`src/rtl/regfile_writeback.sv`:
```
// Writeback stage with a one-entry pending register, a 32x32 writable register
// file, and two registered operand read ports bypassed from the pending entry.
module regfile_writeback #(
  parameter int unsigned NREGS = 32,
  parameter int unsigned ERRW  = 8
) (
  input  logic            CLK,
  input  logic            RESET,
  input  logic [4:0]      ReadReg1,
  input  logic [4:0]      ReadReg2,
  input  logic            RdEn,
  input  logic            WbValid,
  input  logic [4:0]      WriteReg,
  input  logic [31:0]     WbData,
  input  logic [3:0]      WbCtl,
  output logic [31:0]     A,
  output logic [31:0]     B,
  output logic            WbPending,
  output logic [ERRW-1:0] ErrCount
);

  localparam int unsigned AW   = 5;
  localparam int unsigned DW   = 32;
  localparam int unsigned CTLW = 4;

  localparam logic [CTLW-1:0] CTL_ILLEGAL = CTLW'(15);
  localparam logic [ERRW-1:0] ERR_MAX     = '1;

  logic [DW-1:0]   regs [NREGS];
  logic            wb_v;
  logic [AW-1:0]   wb_reg;
  logic [DW-1:0]   wb_data;

  logic            legal_c;
  logic            illegal_c;
  logic [DW-1:0]   a_next_c;
  logic [DW-1:0]   b_next_c;
  logic [ERRW-1:0] err_next_c;

  // Register file contents after reset: r0..r3 preloaded, the rest cleared.
  function automatic logic [DW-1:0] reset_value(input int unsigned idx);
    case (idx)
      0:       reset_value = DW'(3);
      1:       reset_value = DW'(4);
      2:       reset_value = DW'(1);
      3:       reset_value = DW'(2);
      default: reset_value = '0;
    endcase
  endfunction

  // Result classification, bypassed operand selection and saturating error count.
  always_comb begin
    legal_c    = WbValid && (WbCtl != CTL_ILLEGAL);
    illegal_c  = WbValid && (WbCtl == CTL_ILLEGAL);

    a_next_c   = regs[ReadReg1];
    if (wb_v && (wb_reg == ReadReg1)) begin
      a_next_c = wb_data;
    end

    b_next_c   = regs[ReadReg2];
    if (wb_v && (wb_reg == ReadReg2)) begin
      b_next_c = wb_data;
    end

    err_next_c = ErrCount;
    if (illegal_c && (ErrCount != ERR_MAX)) begin
      err_next_c = ErrCount + ERRW'(1);
    end
  end

  // Commit the pending entry while capturing the next one, so results stream
  // one per cycle; reset drops the pending entry without committing it.
  always_ff @(posedge CLK) begin
    if (RESET) begin
      for (int unsigned i = 0; i < NREGS; i++) begin
        regs[AW'(i)] <= reset_value(i);
      end
      wb_v     <= 1'b0;
      wb_reg   <= '0;
      wb_data  <= '0;
      A        <= '0;
      B        <= '0;
      ErrCount <= '0;
    end else begin
      if (wb_v) begin
        regs[wb_reg] <= wb_data;
      end
      wb_v <= legal_c;
      if (legal_c) begin
        wb_reg  <= WriteReg;
        wb_data <= WbData;
      end
      if (RdEn) begin
        A <= a_next_c;
        B <= b_next_c;
      end
      ErrCount <= err_next_c;
    end
  end

  assign WbPending = wb_v;

endmodule

```
`config.mk`:
```
export PLATFORM = sky130hd
export DESIGN_NAME = regfile_writeback
export DESIGN_NICKNAME = d
export VERILOG_FILES = /design/src/rtl/regfile_writeback.sv
export SDC_FILE = /design/constraint.sdc
export NUM_CORES = 2
export LEC_CHECK = 0
export BUFFER_PORTS_ARGS = -buffer_cell sky130_fd_sc_hd__buf_2
export CAP_MARGIN = 25
export CORE_ASPECT_RATIO = 1.4
export CORE_MARGIN = 3
export CORE_UTILIZATION = 25
export CTS_CLUSTER_SIZE = 25
export DETAILED_ROUTE_END_ITERATION = 16
export PLACE_DENSITY_LB_ADDON = 0.08
export SYNTH_ARGS = -nofsm -noshare
export SYNTH_HDL_FRONTEND = slang
export SYNTH_SLANG_ARGS = --single-unit
```
`constraint.sdc`:
```
create_clock -name CLK -period 2.8 [get_ports CLK]
set_input_delay 0 -clock CLK [delete_from_list [all_inputs] [get_ports CLK]]
set_output_delay 0 -clock CLK [all_outputs]
set_load 0.01 [all_outputs]
```
==> flow_summary.yaml <==
outcome:
  status: "finished, final reports clean"
route:
  dr.pass1.iters: 7
  vias_per_cell: 4.959
  drc: 0
  wl_mm: 249.7
  avgRoutedWirePerCell_um: 32.44
  final_antenna_net_count: 0
  vias: 38170
  drt_iter0_markers: 2958
logic_synthesis:
  ys_types: 60
  synth_cells: 4222
  synth_flop_cell: "edfxtp_1"
  synth_area_mm2: 0.05948
  yosys_warnings: 0
  syn_nets: 4278
  synth_edf_count: 1024
  ys_seq_area_frac: 0.5540
  ys_async_sr_fraction: 0
  syn_avg_cell_area_um2: 14.09
  ys_seq_elements: 1134
placed_design:
  gp_congestion: 0.7742
  post-place-ws_ns: -0.09795
  io_buffers: 127
  hpwl_mm: 163.5
timing:
  clock.fmax_ghz: 0.3902
  hold_violations: 0
  worstMarginPinSlew_ns: 0.9450
  setup_viol: 0
  maxSlewViolCount: 0
  max-slew-margin-rel: 0.3691
  fin_crit_ns: 2.563
  holdWs_ns: 0.09107
  fin_crit_sh: 0.9152
  grt_setup_unrepaired: "no"
  clock_skew_ns: 0.03915
  worst_slack_ns: 0.2375
global_route:
  antenna_found_initial: 13
  grt_pass1_vias: 40000
  grt_max_degree: 124
  grt_pass1_wl_mm: 345.3
  grt_usage: 0.2031
  grt_remaining_overflow: 0
power_and_ir_drop:
  p_switching_mw: 11.07
  power_frac_comb: 0.115
  ir_drop_uv: 398.3
  p_sw_frac: 0.2614
  p_int_mw: 31.30
  leakagePower_nw: 25.50
  power_density_mw_per_mm2: 595.1
  p_clk_frac: 0.424
  power_frac_seq: 0.461
die:
  top_level_ports: 128
  rows: 211
  dieWidth_um: 418.2
  start_util: 0.2517
  fp.dieArea_mm2: 0.2439
  die_h_um: 583.1
  core_mm2: 0.2363
clocking:
  cts_buffers: 143
  cts-root-buf: "clkbuf_16"
  hold_buffers: 128
  path_clk_slew_ns: 0.06
  cts_sinks: 1134
  post_cts_buffers: 0
  tritoncts: "built"
  cts_max_level: 4
  cts_resized: 0
  clk_latency_ns: 0.81
  cts_buffer_depth: 4
worst_setup_path:
  rr_worst_depth: 7
  critical_path_arrival_ns: 3.25
  cp_data_required_time_ns: 3.48
  crit_path_start_kind: "flop"
  worst_setup_path_end_kind: "flop"
  worstPathMaxFanout: 5
  crit_type: "flop to flop"
min_path:
  min_path_type: "input port to flop"
  holdPathStages: 6
layout:
  nets: 4552
  top_register: "regs"
  largest_reg_flops: 1024
  final_common_cell: "and2_1"
  layout_common_cells: "and2_1 (1,031), edfxtp_1 (1,024), mux4_2 (446)"
  drive_gt1_frac: 0.2665
  syn_to_final_growth_pct: 19.71
run:
  cap_viol_max_count: 0
[worst paths after layout]
path,startpoint,end,slack [ns]
hold / removal,ReadReg2[1],B[10],0.09
hold reg to reg,B[27],B[27],0.48
setup / recovery,ErrCount[0],ErrCount[0],0.24
setup reg to reg,ErrCount[0],ErrCount[0],0.24
[per-stage QoR]
step                instance area, µm²  total power [mW]  setup TNS [ns]    util  instances
finish                           71200             42.37               0  0.3013       7697
floorplan                        59480             22.28               0       -       4222
global placement                 65490             24.70        -0.06498  0.2772       7308
global route                     71180             43.91               0  0.3012       7690
CTS                              71180             43.14               0  0.3012       7689
detailed placement               65560             24.71        -0.09795  0.2775       7311
[cell type report]
cell class | instances | area (µm²)
fillers | 23400 | 165100
flip-flops and latches | 1134 | 32950
multi-input cells | 2639 | 24600
repair buffers | 569 | 5379
clock buffers | 193 | 3921
well taps | 3088 | 3864
clock inverters | 57 | 416.7
inverters | 9 | 41.29
diodes | 8 | 20.02
[cells by family after synthesis]
group / synth area share
and+or+nand+nor: 0.1477
DFF: 0.5540
muxes: 0.2132
buffers and inverters: 0.03686
AOI/OAI and AO/OA: 0.04552
xor gates and xnor gates: 0.002503
adders and majority gates: 0.0002103
[power groups by stage]
stage          Combinational [mW]  Sequential, mW  Clock [mW]
3_3_place_gp                 4.80            19.9           0
4_1_cts                      4.96            19.5        18.6
6_report                     4.87            19.5        18.0
5_1_grt                      5.16            19.6        19.1
3_5_place_dp                 4.81            19.9           0
2_1_floorplan                2.63            19.7           0
[synthesized netlist by cell type, types with 4 or more instances]
library cell  number  area, µm²
buf_12             5      100.1
a21oi_1           49      245.2
nor4_2             5      62.56
and2_1          1032       6456
inv_1              7      26.28
nor2b_1            6      37.54
or3_1             11      68.82
nand4_1           36      225.2
o21a_1             6      45.04
mux4_1            15      394.1
a211oi_1          10      75.07
dfxtp_1          110       2202
a311oi_1          48      420.4
nand3_1           30      150.1
nor2_1           169      634.4
and3_1             6      37.54
nand3b_1           4      30.03
edfxtp_1        1024      30750
buf_1              8      30.03
a2111oi_1          6      60.06
or2_2             32      200.2
mux4_2           446      10040
buf_6             19      214.0
o21ai_0           80      400.4
xor2_1            11      96.34
xnor2_1            6      52.55
a32oi_1           15      131.4
nand2_1          217      814.5
o22ai_1           49      306.5
a31oi_1           16      100.1
clkbuf_1         295       1107
buf_4             45      337.8
o221ai_1          35      306.5
a22oi_1           22      165.2
buf_2             64      320.3
mux2i_1          153       1531
nor3_1             4      20.02
a221oi_1          14      122.6
mux2_2            63      709.4
o22a_1            20      175.2
[metal layers]
layer / routed length [µm] / vias up / GRT usage / part of all wire
met2: 126400 / 919 / 0.3562 / 0.51
met1: 108100 / 20460 / 0.2692 / 0.43
met3: 9651 / 253 / 0.02084 / 0.039
li1: - / 16540 / - / -
met4: 5555 / 0 / 0.04634 / 0.022
met5: 0 / - / 0 / 0
[critical path, cell delays in order, from the launching register on]
cell	delay (ns)
dfxtp_1	0.40
ha_1	0.22
nand3_1	0.08
o211ai_1	0.23
dlygate4sd3_1	0.73
xor2_1	0.17
nor2_1	0.05
dlygate4sd3_1	0.56
Power figures use the tool's default switching activity.
